## config.mk

```make
export PLATFORM = sky130hd
export DESIGN_NAME = muldiv_dispatch_flat
export DESIGN_NICKNAME = d
export VERILOG_FILES = /design/src/rtl/muldiv_dispatch_if.sv /design/src/rtl/muldiv_dispatch.sv /design/src/flat_wrapper.sv
export SDC_FILE = /design/constraint.sdc
export NUM_CORES = 1
export LEC_CHECK = 0
export CORE_MARGIN = 2
export CORE_UTILIZATION = 57
export DETAILED_ROUTE_END_ITERATION = 10
export DONT_BUFFER_PORTS = 1
export PLACE_DENSITY = 0.77
export RECOVER_POWER = 25
export SLEW_MARGIN = 20
export SYNTH_ARGS = -nofsm -noshare
export SYNTH_HDL_FRONTEND = slang
export SYNTH_SLANG_ARGS = --single-unit
```

## constraint.sdc

```tcl
create_clock -name clk -period 2.8 [get_ports clk]
set_clock_uncertainty 0.2 [all_clocks]
set_input_delay 0.84 -clock clk [delete_from_list [all_inputs] [get_ports clk]]
set_output_delay 0.84 -clock clk [all_outputs]
set_load 0.02 [all_outputs]
```

## src/rtl/muldiv_dispatch_if.sv

```systemverilog
// muldiv_dispatch shared types and request interface.
// Execute-stage request handshake bundle plus multiplier op codes.
package muldiv_pkg;
  localparam int MUL_OP_WIDTH = 2;
  localparam logic [MUL_OP_WIDTH-1:0] MUL_OP_MUL   = 2'd0;
  localparam logic [MUL_OP_WIDTH-1:0] MUL_OP_MULH  = 2'd1;
  localparam logic [MUL_OP_WIDTH-1:0] MUL_OP_MULSU = 2'd2;
  localparam logic [MUL_OP_WIDTH-1:0] MUL_OP_MULU  = 2'd3;
endpackage

interface muldiv_req_if;
  logic        req_valid;
  logic [2:0]  req_funct3;
  logic [31:0] req_rs1;
  logic [31:0] req_rs2;
  logic        busy;
  logic        req_ready;
  logic [31:0] req_result;

  modport master (
    output req_valid, req_funct3, req_rs1, req_rs2,
    input  busy, req_ready, req_result
  );

  modport slave (
    input  req_valid, req_funct3, req_rs1, req_rs2,
    output busy, req_ready, req_result
  );
endinterface

```

## src/rtl/muldiv_dispatch.sv

```systemverilog
// muldiv_dispatch: RV32M front end driving mul/div engines.
// Optional one-entry result cache: MULDIV_RESULT_CACHE_EN.
module muldiv_dispatch
  import muldiv_pkg::*;
#(
  parameter int DIV_BYPASS = 1
) (
  input  logic                    clk,
  input  logic                    resetn,
  muldiv_req_if.slave             req,
  output logic                    mul_valid,
  output logic [MUL_OP_WIDTH-1:0] mul_op,
  output logic [31:0]             mul_a,
  output logic [31:0]             mul_b,
  input  logic                    mul_ready,
  input  logic [31:0]             mul_result,
  output logic                    div_valid,
  output logic [1:0]              div_op,
  output logic [31:0]             div_a,
  output logic [31:0]             div_b,
  input  logic                    div_ready,
  input  logic [31:0]             div_result
);

  typedef enum logic [3:0] {
    IDLE    = 4'b0001,
    DECODE  = 4'b0010,
    ISSUE   = 4'b0100,
    RELEASE = 4'b1000
  } state_t;

  state_t state_q, state_d;

  logic [2:0]  f3_q;
  logic [31:0] a_q, b_q, cap_q;
  logic        lat, go_mul, go_div, cap, done;
  logic [31:0] done_val;
  logic        eng_ready;
  logic [31:0] eng_res;
  logic        byp;
  logic [31:0] byp_val;
  logic        hit;
  logic [31:0] hit_val;
  logic [MUL_OP_WIDTH-1:0] mop;

  assign req.busy  = (state_q != IDLE);
  assign eng_ready = f3_q[2] ? div_ready : mul_ready;
  assign eng_res   = f3_q[2] ? div_result : mul_result;

  // Map funct3 low bits onto the multiplier op code
  always_comb begin
    mop = MUL_OP_MUL;
    unique case (f3_q[1:0])
      2'd0: mop = MUL_OP_MUL;
      2'd1: mop = MUL_OP_MULH;
      2'd2: mop = MUL_OP_MULSU;
      2'd3: mop = MUL_OP_MULU;
    endcase
  end

  // Resolve divide-by-zero and signed overflow without the divider
  always_comb begin
    byp     = 1'b0;
    byp_val = '0;
    if (DIV_BYPASS != 0 && f3_q[2]) begin
      if (b_q == '0) begin
        byp     = 1'b1;
        byp_val = f3_q[1] ? a_q : '1;
      end else if (!f3_q[0] && a_q == 32'h8000_0000
                   && b_q == '1) begin
        byp     = 1'b1;
        byp_val = f3_q[1] ? '0 : 32'h8000_0000;
      end
    end
  end

`ifdef MULDIV_RESULT_CACHE_EN
  logic        c_vld;
  logic [2:0]  c_f3;
  logic [31:0] c_a, c_b, c_res;

  assign hit = c_vld && c_f3 == f3_q
            && c_a == a_q && c_b == b_q;
  assign hit_val = c_res;

  // Refill the single entry on every completion
  always_ff @(posedge clk) begin
    if (!resetn) begin
      c_vld <= 1'b0;
      c_f3  <= '0;
      c_a   <= '0;
      c_b   <= '0;
      c_res <= '0;
    end else if (done) begin
      c_vld <= 1'b1;
      c_f3  <= f3_q;
      c_a   <= a_q;
      c_b   <= b_q;
      c_res <= done_val;
    end
  end
`else
  assign hit     = 1'b0;
  assign hit_val = '0;
`endif

  // Next state and per-cycle control strobes
  always_comb begin
    state_d  = state_q;
    lat      = 1'b0;
    go_mul   = 1'b0;
    go_div   = 1'b0;
    cap      = 1'b0;
    done     = 1'b0;
    done_val = cap_q;
    unique case (state_q)
      IDLE: begin
        if (req.req_valid) begin
          lat     = 1'b1;
          state_d = DECODE;
        end
      end
      DECODE: begin
        if (hit) begin
          done     = 1'b1;
          done_val = hit_val;
          state_d  = IDLE;
        end else if (byp) begin
          done     = 1'b1;
          done_val = byp_val;
          state_d  = IDLE;
        end else if (f3_q[2]) begin
          go_div  = 1'b1;
          state_d = ISSUE;
        end else begin
          go_mul  = 1'b1;
          state_d = ISSUE;
        end
      end
      ISSUE: begin
        if (eng_ready) begin
          cap     = 1'b1;
          state_d = RELEASE;
        end
      end
      RELEASE: begin
        if (!eng_ready) begin
          done    = 1'b1;
          state_d = IDLE;
        end
      end
      default: state_d = IDLE;
    endcase
  end

  // State, request latch, engine ports and result registers
  always_ff @(posedge clk) begin
    if (!resetn) begin
      state_q        <= IDLE;
      f3_q           <= '0;
      a_q            <= '0;
      b_q            <= '0;
      cap_q          <= '0;
      req.req_ready  <= 1'b0;
      req.req_result <= '0;
      mul_valid      <= 1'b0;
      mul_op         <= '0;
      mul_a          <= '0;
      mul_b          <= '0;
      div_valid      <= 1'b0;
      div_op         <= '0;
      div_a          <= '0;
      div_b          <= '0;
    end else begin
      state_q       <= state_d;
      req.req_ready <= done;
      if (done) req.req_result <= done_val;
      if (lat) begin
        f3_q <= req.req_funct3;
        a_q  <= req.req_rs1;
        b_q  <= req.req_rs2;
      end
      if (go_mul) begin
        mul_valid <= 1'b1;
        mul_op    <= mop;
        mul_a     <= a_q;
        mul_b     <= b_q;
      end
      if (go_div) begin
        div_valid <= 1'b1;
        div_op    <= f3_q[1:0];
        div_a     <= a_q;
        div_b     <= b_q;
      end
      if (cap) begin
        cap_q     <= eng_res;
        mul_valid <= 1'b0;
        div_valid <= 1'b0;
      end
    end
  end

endmodule

```

## src/flat_wrapper.sv

```systemverilog
// flat-port wrapper written by rule: the top's interface ports become plain ports
module muldiv_dispatch_flat import muldiv_pkg::*;
#(
  parameter int DIV_BYPASS = 1
)
  (clk, resetn, mul_valid, mul_op, mul_a, mul_b, mul_ready, mul_result, div_valid, div_op, div_a, div_b, div_ready, div_result, req_req_valid, req_req_funct3, req_req_rs1, req_req_rs2, req_busy, req_req_ready, req_req_result);
  muldiv_req_if req_i ();
  input  logic clk;
  input  logic resetn;
  output logic mul_valid;
  output logic [MUL_OP_WIDTH-1:0] mul_op;
  output logic [31:0] mul_a;
  output logic [31:0] mul_b;
  input  logic mul_ready;
  input  logic [31:0] mul_result;
  output logic div_valid;
  output logic [1:0] div_op;
  output logic [31:0] div_a;
  output logic [31:0] div_b;
  input  logic div_ready;
  input  logic [31:0] div_result;
  input wire logic [$bits(req_i.req_valid)-1:0] req_req_valid;
  input wire logic [$bits(req_i.req_funct3)-1:0] req_req_funct3;
  input wire logic [$bits(req_i.req_rs1)-1:0] req_req_rs1;
  input wire logic [$bits(req_i.req_rs2)-1:0] req_req_rs2;
  output wire logic [$bits(req_i.busy)-1:0] req_busy;
  output wire logic [$bits(req_i.req_ready)-1:0] req_req_ready;
  output wire logic [$bits(req_i.req_result)-1:0] req_req_result;
  assign req_i.req_valid = req_req_valid;
  assign req_i.req_funct3 = req_req_funct3;
  assign req_i.req_rs1 = req_req_rs1;
  assign req_i.req_rs2 = req_req_rs2;
  assign req_busy = req_i.busy;
  assign req_req_ready = req_i.req_ready;
  assign req_req_result = req_i.req_result;
  muldiv_dispatch #(.DIV_BYPASS(DIV_BYPASS)) u_core (.clk(clk), .resetn(resetn), .req(req_i), .mul_valid(mul_valid), .mul_op(mul_op), .mul_a(mul_a), .mul_b(mul_b), .mul_ready(mul_ready), .mul_result(mul_result), .div_valid(div_valid), .div_op(div_op), .div_a(div_a), .div_b(div_b), .div_ready(div_ready), .div_result(div_result));
endmodule
```

---- Word level (Yosys, flattened, before mapping) ----
Index checks and enable logic that the tools add are counted.
Widths: inputs -> output; s select.
operators by class
  equality and inequality tests ........... 13
  multiplexer cells ....................... 31
  bitwise operators ....................... 1
  reductions and logical operators ........ 7
operators with widths
  operator              number
  $mux 32               8
  $eq 32x32->1 const B  2
  $logic_not 32->1      1
  $mux 1                16
  $pmux 4 s4            1
  $mux 4                3
  $pmux 2 s4            1
  $eq 2x2->1 const B    2
  $eq 4x1->1 const B    1
  $eq 4x2->1 const B    1
  $eq 4x3->1 const B    1
  $eq 4x4->1 const B    1
  $ne 2x2->1 const B    2
  $ne 4x1->1 const B    1
  $mux 3                1
  $reduce_and 3->1      1
  $eq 2x1->1 const B    1
  $logic_and 1x1->1     2
  $logic_not 2->1       1
  $ne 2x1->1 const B    1
  $pmux 1 s2            1
  $reduce_or 2->1       1
  $logic_not 1->1       1
  $not 1->1             1
word-level totals
  register bits ........................... 270
  input port bits ......................... 136
  output and inout port bits .............. 168
  word-level logic and storage cells ...... 67

---- Logic depth before layout (Yosys ltp) ----
  depth after elaboration ................. 8
  depth in mapped cells ................... 9
  mapped depth without buffers ............ 5

---- Worst setup path after synthesis ----
Ideal clock, no wire load.
  kind .................................... register to register
  from .................................... register u_core.f3_q[0]
  to ...................................... register u_core.div_valid
  setup time .............................. 0.115 ns
  arrival ................................. 2.664 ns
  required time ........................... 2.485 ns
  path slack .............................. -0.179 ns
  stages on the path, launching flop included .. 10
  path buffers ............................ 4
  period minus slack after synthesis ...... 2.979 ns
  path through ............................ dfxtp_1 > or4_1 > or4_1 > or4_1 > clkbuf_2 > o211a_1 > clkbuf_1 > buf_6 > buf_6 > o21ba_1
on the way
  longest elaborated chain between the ends .. 8
ends and longest elaborated chain
  element                   RTL line                text
  start: declaration        muldiv_dispatch.sv:34   logic [2:0] f3_q;
  start signal: assignment  muldiv_dispatch.sv:179  f3_q <= req.req_funct3;
  $logic_not 1->1           muldiv_dispatch.sv:69   end else if (!f3_q[0] && a_q == 32'h8000_0000
  $logic_and 1x1->1         muldiv_dispatch.sv:69
  $logic_and 1x1->1         muldiv_dispatch.sv:70   && b_q == '1) begin
  $mux 1                    muldiv_dispatch.sv:69
  $mux 1                    muldiv_dispatch.sv:66   if (b_q == '0) begin
  $mux 1                    muldiv_dispatch.sv:65   if (DIV_BYPASS != 0 && f3_q[2]) begin
  $mux 1                    muldiv_dispatch.sv:128  end else if (byp) begin
  $mux 1                    muldiv_dispatch.sv:116  unique case (state_q)
  end signal: assignment    muldiv_dispatch.sv:170  div_valid <= 1'b0;
  end signal: assignment    muldiv_dispatch.sv:190  div_valid <= 1'b1;
  end signal: assignment    muldiv_dispatch.sv:198  div_valid <= 1'b0;
  end: declaration          muldiv_dispatch.sv:17   output logic div_valid,
No other way between the ends.
A chain may end at the register's enable or synchronous reset.

---- Final worst setup path ----
  from .................................... register u_core.a_q[28]
  to ...................................... register u_core.div_a[18]
on the way
  longest elaborated chain between the ends .. 8
ends and longest elaborated chain
  element                   RTL line                text
  start: declaration        muldiv_dispatch.sv:35   logic [31:0] a_q, b_q, cap_q;
  start signal: assignment  muldiv_dispatch.sv:180  a_q <= req.req_rs1;
  $eq 32x32->1              muldiv_dispatch.sv:69
  $logic_and 1x1->1         muldiv_dispatch.sv:69
  $logic_and 1x1->1         muldiv_dispatch.sv:70
  $mux 1                    muldiv_dispatch.sv:69
  $mux 1                    muldiv_dispatch.sv:66
  $mux 1                    muldiv_dispatch.sv:65
  $mux 1                    muldiv_dispatch.sv:128
  $mux 1                    muldiv_dispatch.sv:116
  end signal: assignment    muldiv_dispatch.sv:192  div_a <= a_q;
  end: declaration          muldiv_dispatch.sv:19   output logic [31:0] div_a,
No other way between the ends.

==> results.py <==
metrics = {
    "outcome": {
        "status": "finished, violations left",
        "violations": "negative setup slack",
    },
    "clocking": {
        "cts_tree": "yes",
        "cts.clk_slew.worst_paths_ns": 0.06,
        "cts_root_buf": "clkbuf_16",
        "clk_latency_ns": 0.53,
        "cts_hold_buf": 0,
        "cts_setup_buffers": 0,
        "cts_made_buffers": 28,
        "cts_max_path_buffers": 3,
        "clock-sinks": 270,
        "htree_levels": 1,
    },
    "synth": {
        "synthTopCellsByArea": "dfxtp_1, nand2_1, mux2i_1",
        "synth_ff_type": "dfxtp_1",
        "muxShareOfSynthArea_pct": 12.58,
        "yosysTopAreaCellShare_pct": 49.97,
        "synth_edf_count": 0,
        "synth_compound_area_share_pct": 12.84,
        "ys_types": 39,
        "seq_area_frac_synth_pct": 49.97,
        "synth_top_area_cell": "dfxtp_1",
        "syn-instance-count": 1271,
        "yosys_warnings": 0,
        "async_reset_ff_share_pct": 0,
        "synth-simple-area-share_pct": 20.50,
        "synth_adder_area_share_pct": 0,
        "synth_xor_area_share_pct": 0.08096,
        "synth-seq-cells": 270,
        "avgSynthCellArea_um2": 8.511,
        "syn-cell-area_um2": 10820,
        "synth_top_family_by_area": "simple AND/OR/NAND/NOR gates",
        "synth_nets": 1407,
    },
    "setup_path": {
        "crit_path_end_kind": "flop",
        "critPathLaunchType": "flop",
        "cp.arrival_ns": 3.01,
        "criticalPathCategory": "flop to flop",
        "cp.required_ns": 3.01,
        "cp_max_fo": 7,
    },
    "timing": {
        "finalCritPeriodShare_pct": 100.2,
        "hold_viol": 0,
        "fmax_mhz": 356.5,
        "rsz0062_at_grt": "true",
        "tns_ns": -0.005880,
        "tightest_slew_ns": 1.274,
        "drv_slew": 0,
        "slew_headroom_pct": 15.09,
        "worst_slack_ns": -0.004798,
        "setup_violations": 2,
        "period_minus_slack_ns": 2.805,
    },
    "global_routing": {
        "grt_start_max_net_pins": 138,
        "grt_use_total_pct": 28.90,
        "antenna_found_initial": 0,
        "use_met1_pct": 34.34,
        "grt_overflow_total": 0,
        "met3_usage_pct": 8.977,
        "grt_first_pass_wirelength_um": 46430,
        "grt_pass1_vias": 8490,
        "top_usage_layer": "met2",
        "grt.met2_usage_pct": 50.26,
    },
    "floorplan": {
        "ios": 304,
        "dieArea_um2": 20100,
        "row_count": 50,
        "die_w_um": 141.8,
        "die_h_um": 141.8,
        "start_util_pct": 58.03,
        "fp.coreArea_um2": 18640,
    },
    "finish": {
        "n_antenna_cell": 0,
        "stdcell_count": 1513,
        "nNetsFinal": 1394,
        "layout-drive-gt1-share_pct": 12.74,
        "area_growth_pct": 14.90,
    },
    "route": {
        "via_count": 8970,
        "wl_per_cell_um": 20.26,
        "first_pass_iters": 5,
        "postRouteAntennaNets": 0,
        "drt_wl_total_um": 30660,
        "drt_iter0_markers": 483,
        "remaining_drc_errors": 0,
        "via_per_inst": 5.929,
    },
    "min_path": {
        "hp-class": "primary input to flop",
    },
    "placement": {
        "dp_slack_ns": -0.1052,
        "hpwl_um": 20590,
        "port-buffer-count": 0,
        "dpl.cell_count": 1458,
        "gp_congestion": 0.8426,
    },
    "power": {
        "power_mw": 8.691,
        "p_leak_nw": 4.170,
        "p_per_area_nw_per_um2": 699.2,
        "irDropWorstVdd_uv": 515.5,
    },
    "run": {
        "max-cap-violations": 0,
    },
}
-- metal layers --
layer	vias up	wire, µm
li1	4313	-
met4	0	908
met3	61	2718
met1	4254	11940
met2	342	15090
met5	-	0
-- power by group --
| group | internal (mW) | total [mW] | leakage (nW) | switching [mW] |
|---|---|---|---|---|
| logic | 0.245 | 0.660 | 1.49 | 0.415 |
| clock network | 2.48 | 3.96 | 0.494 | 1.48 |
| registers | 3.94 | 4.07 | 2.19 | 0.126 |
-- placed cells by master, fill, tap and decap left out, types with 2 or more instances in the layout --
cell type,instances
a211oi_1,63
a21oi_1,138
dfxtp_2,3
mux2_2,32
nor4_1,13
clkbuf_1,8
nor2_1,38
mux2i_1,100
clkbuf_16,31
nand4_1,6
dfxtp_1,267
clkbuf_2,2
buf_12,10
o211a_4,2
o21ai_2,14
nor3_1,2
nand4b_1,2
buf_4,44
o21ai_0,4
or4_4,4
nor3b_1,31
buf_6,2
nand3_1,3
nand2b_1,4
bufinv_16,3
and4_1,3
nand2_1,400
clkbuf_8,12
o21ai_1,17
-- sequential cells by signal (all words and copies together), names as in the netlist --
| name | flops |
|---|---|
| u_core.div_a | 32 |
| u_core.mul_op | 2 |
| u_core.div_b | 32 |
| u_core.a_q | 32 |
| u_core.state_q | 4 |
| u_core.div_op | 2 |
| u_core.req.req_result | 32 |
| u_core.mul_b | 32 |
| u_core.div_valid | 1 |
| u_core.req.req_ready | 1 |
| u_core.mul_a | 32 |
| u_core.cap_q | 32 |
| u_core.b_q | 32 |
| u_core.f3_q | 3 |
| u_core.mul_valid | 1 |
-- worst max-delay path, cell delays in order, from the launching register on --
cell	delay (ns)
dfxtp_1	0.31
or4bb_1	0.54
or4_4	0.46
or4_4	0.52
o211a_4	0.33
clkbuf_16	0.19
mux2i_1	0.12
-- stage by stage --
stage	area [µm²]	utilization, %	hold slack [ns]
2_1_floorplan	10830	-	0.2533
4_1_cts	12310	66.05	0.1894
3_5_place_dp	11290	60.57	0.2913
5_1_grt	12430	66.67	0.1815
6_report	12430	66.67	0.2028
3_3_place_gp	11290	60.57	0.2833
-- synthesized netlist by cell type (all sizes together) (5+ instances only) --
cell type	n
or4	5
nor3b	31
a211oi	63
nor2	38
mux2	32
a21oi	138
nand2	401
nor4	13
o21ai	35
buf	19
dfxtp	270
mux2i	100
clkbuf	86
nand4	6
-- final cells by class --
type | instances | area, µm²
Sequential cell | 270 | 5409
Tap cell | 234 | 292.8
Clock buffer | 48 | 917.1
Clock inverter | 3 | 90.09
Multi-Input combinational cell | 895 | 5091
Inverter | 2 | 12.51
Timing Repair Buffer | 61 | 616.8
Fill cell | 1511 | 6213
-- kinds of logic (layout without fill, tap and decap cells) --
group / after synthesis / after routing
buffers and inverters: 107 / 114
and+or+nand+nor: 519 / 519
muxes: 132 / 132
DFF: 270 / 270
AOI/OAI and AO/OA: 242 / 243
xor gates and xnor gates: 1 / 1
-- path summary, 6_finish.rpt --
path / from / endpoint / slack (ns) / cells past startpoint
setup / recovery: u_core.a_q[28]$_SDFFE_PN0P_ / u_core.div_a[18]$_SDFFE_PN0P_ / -0.005 / 6
hold reg to reg: u_core.cap_q[22]$_SDFFE_PN0P_ / u_core.cap_q[22]$_SDFFE_PN0P_ / 0.30 / 2
setup reg to reg: u_core.a_q[28]$_SDFFE_PN0P_ / u_core.div_a[18]$_SDFFE_PN0P_ / -0.005 / 6
hold / removal: resetn / u_core.state_q[0]$_SDFFE_PN1P_ / 0.20 / 1
-- what timing repair did --
action                     in CTS  in global routing
pin swaps                       1                  7
setup endpoints to repair     102                 99
gates resized for setup        27                 26
gates cloned                    0                  4
(Power assumes the default switching activity.)
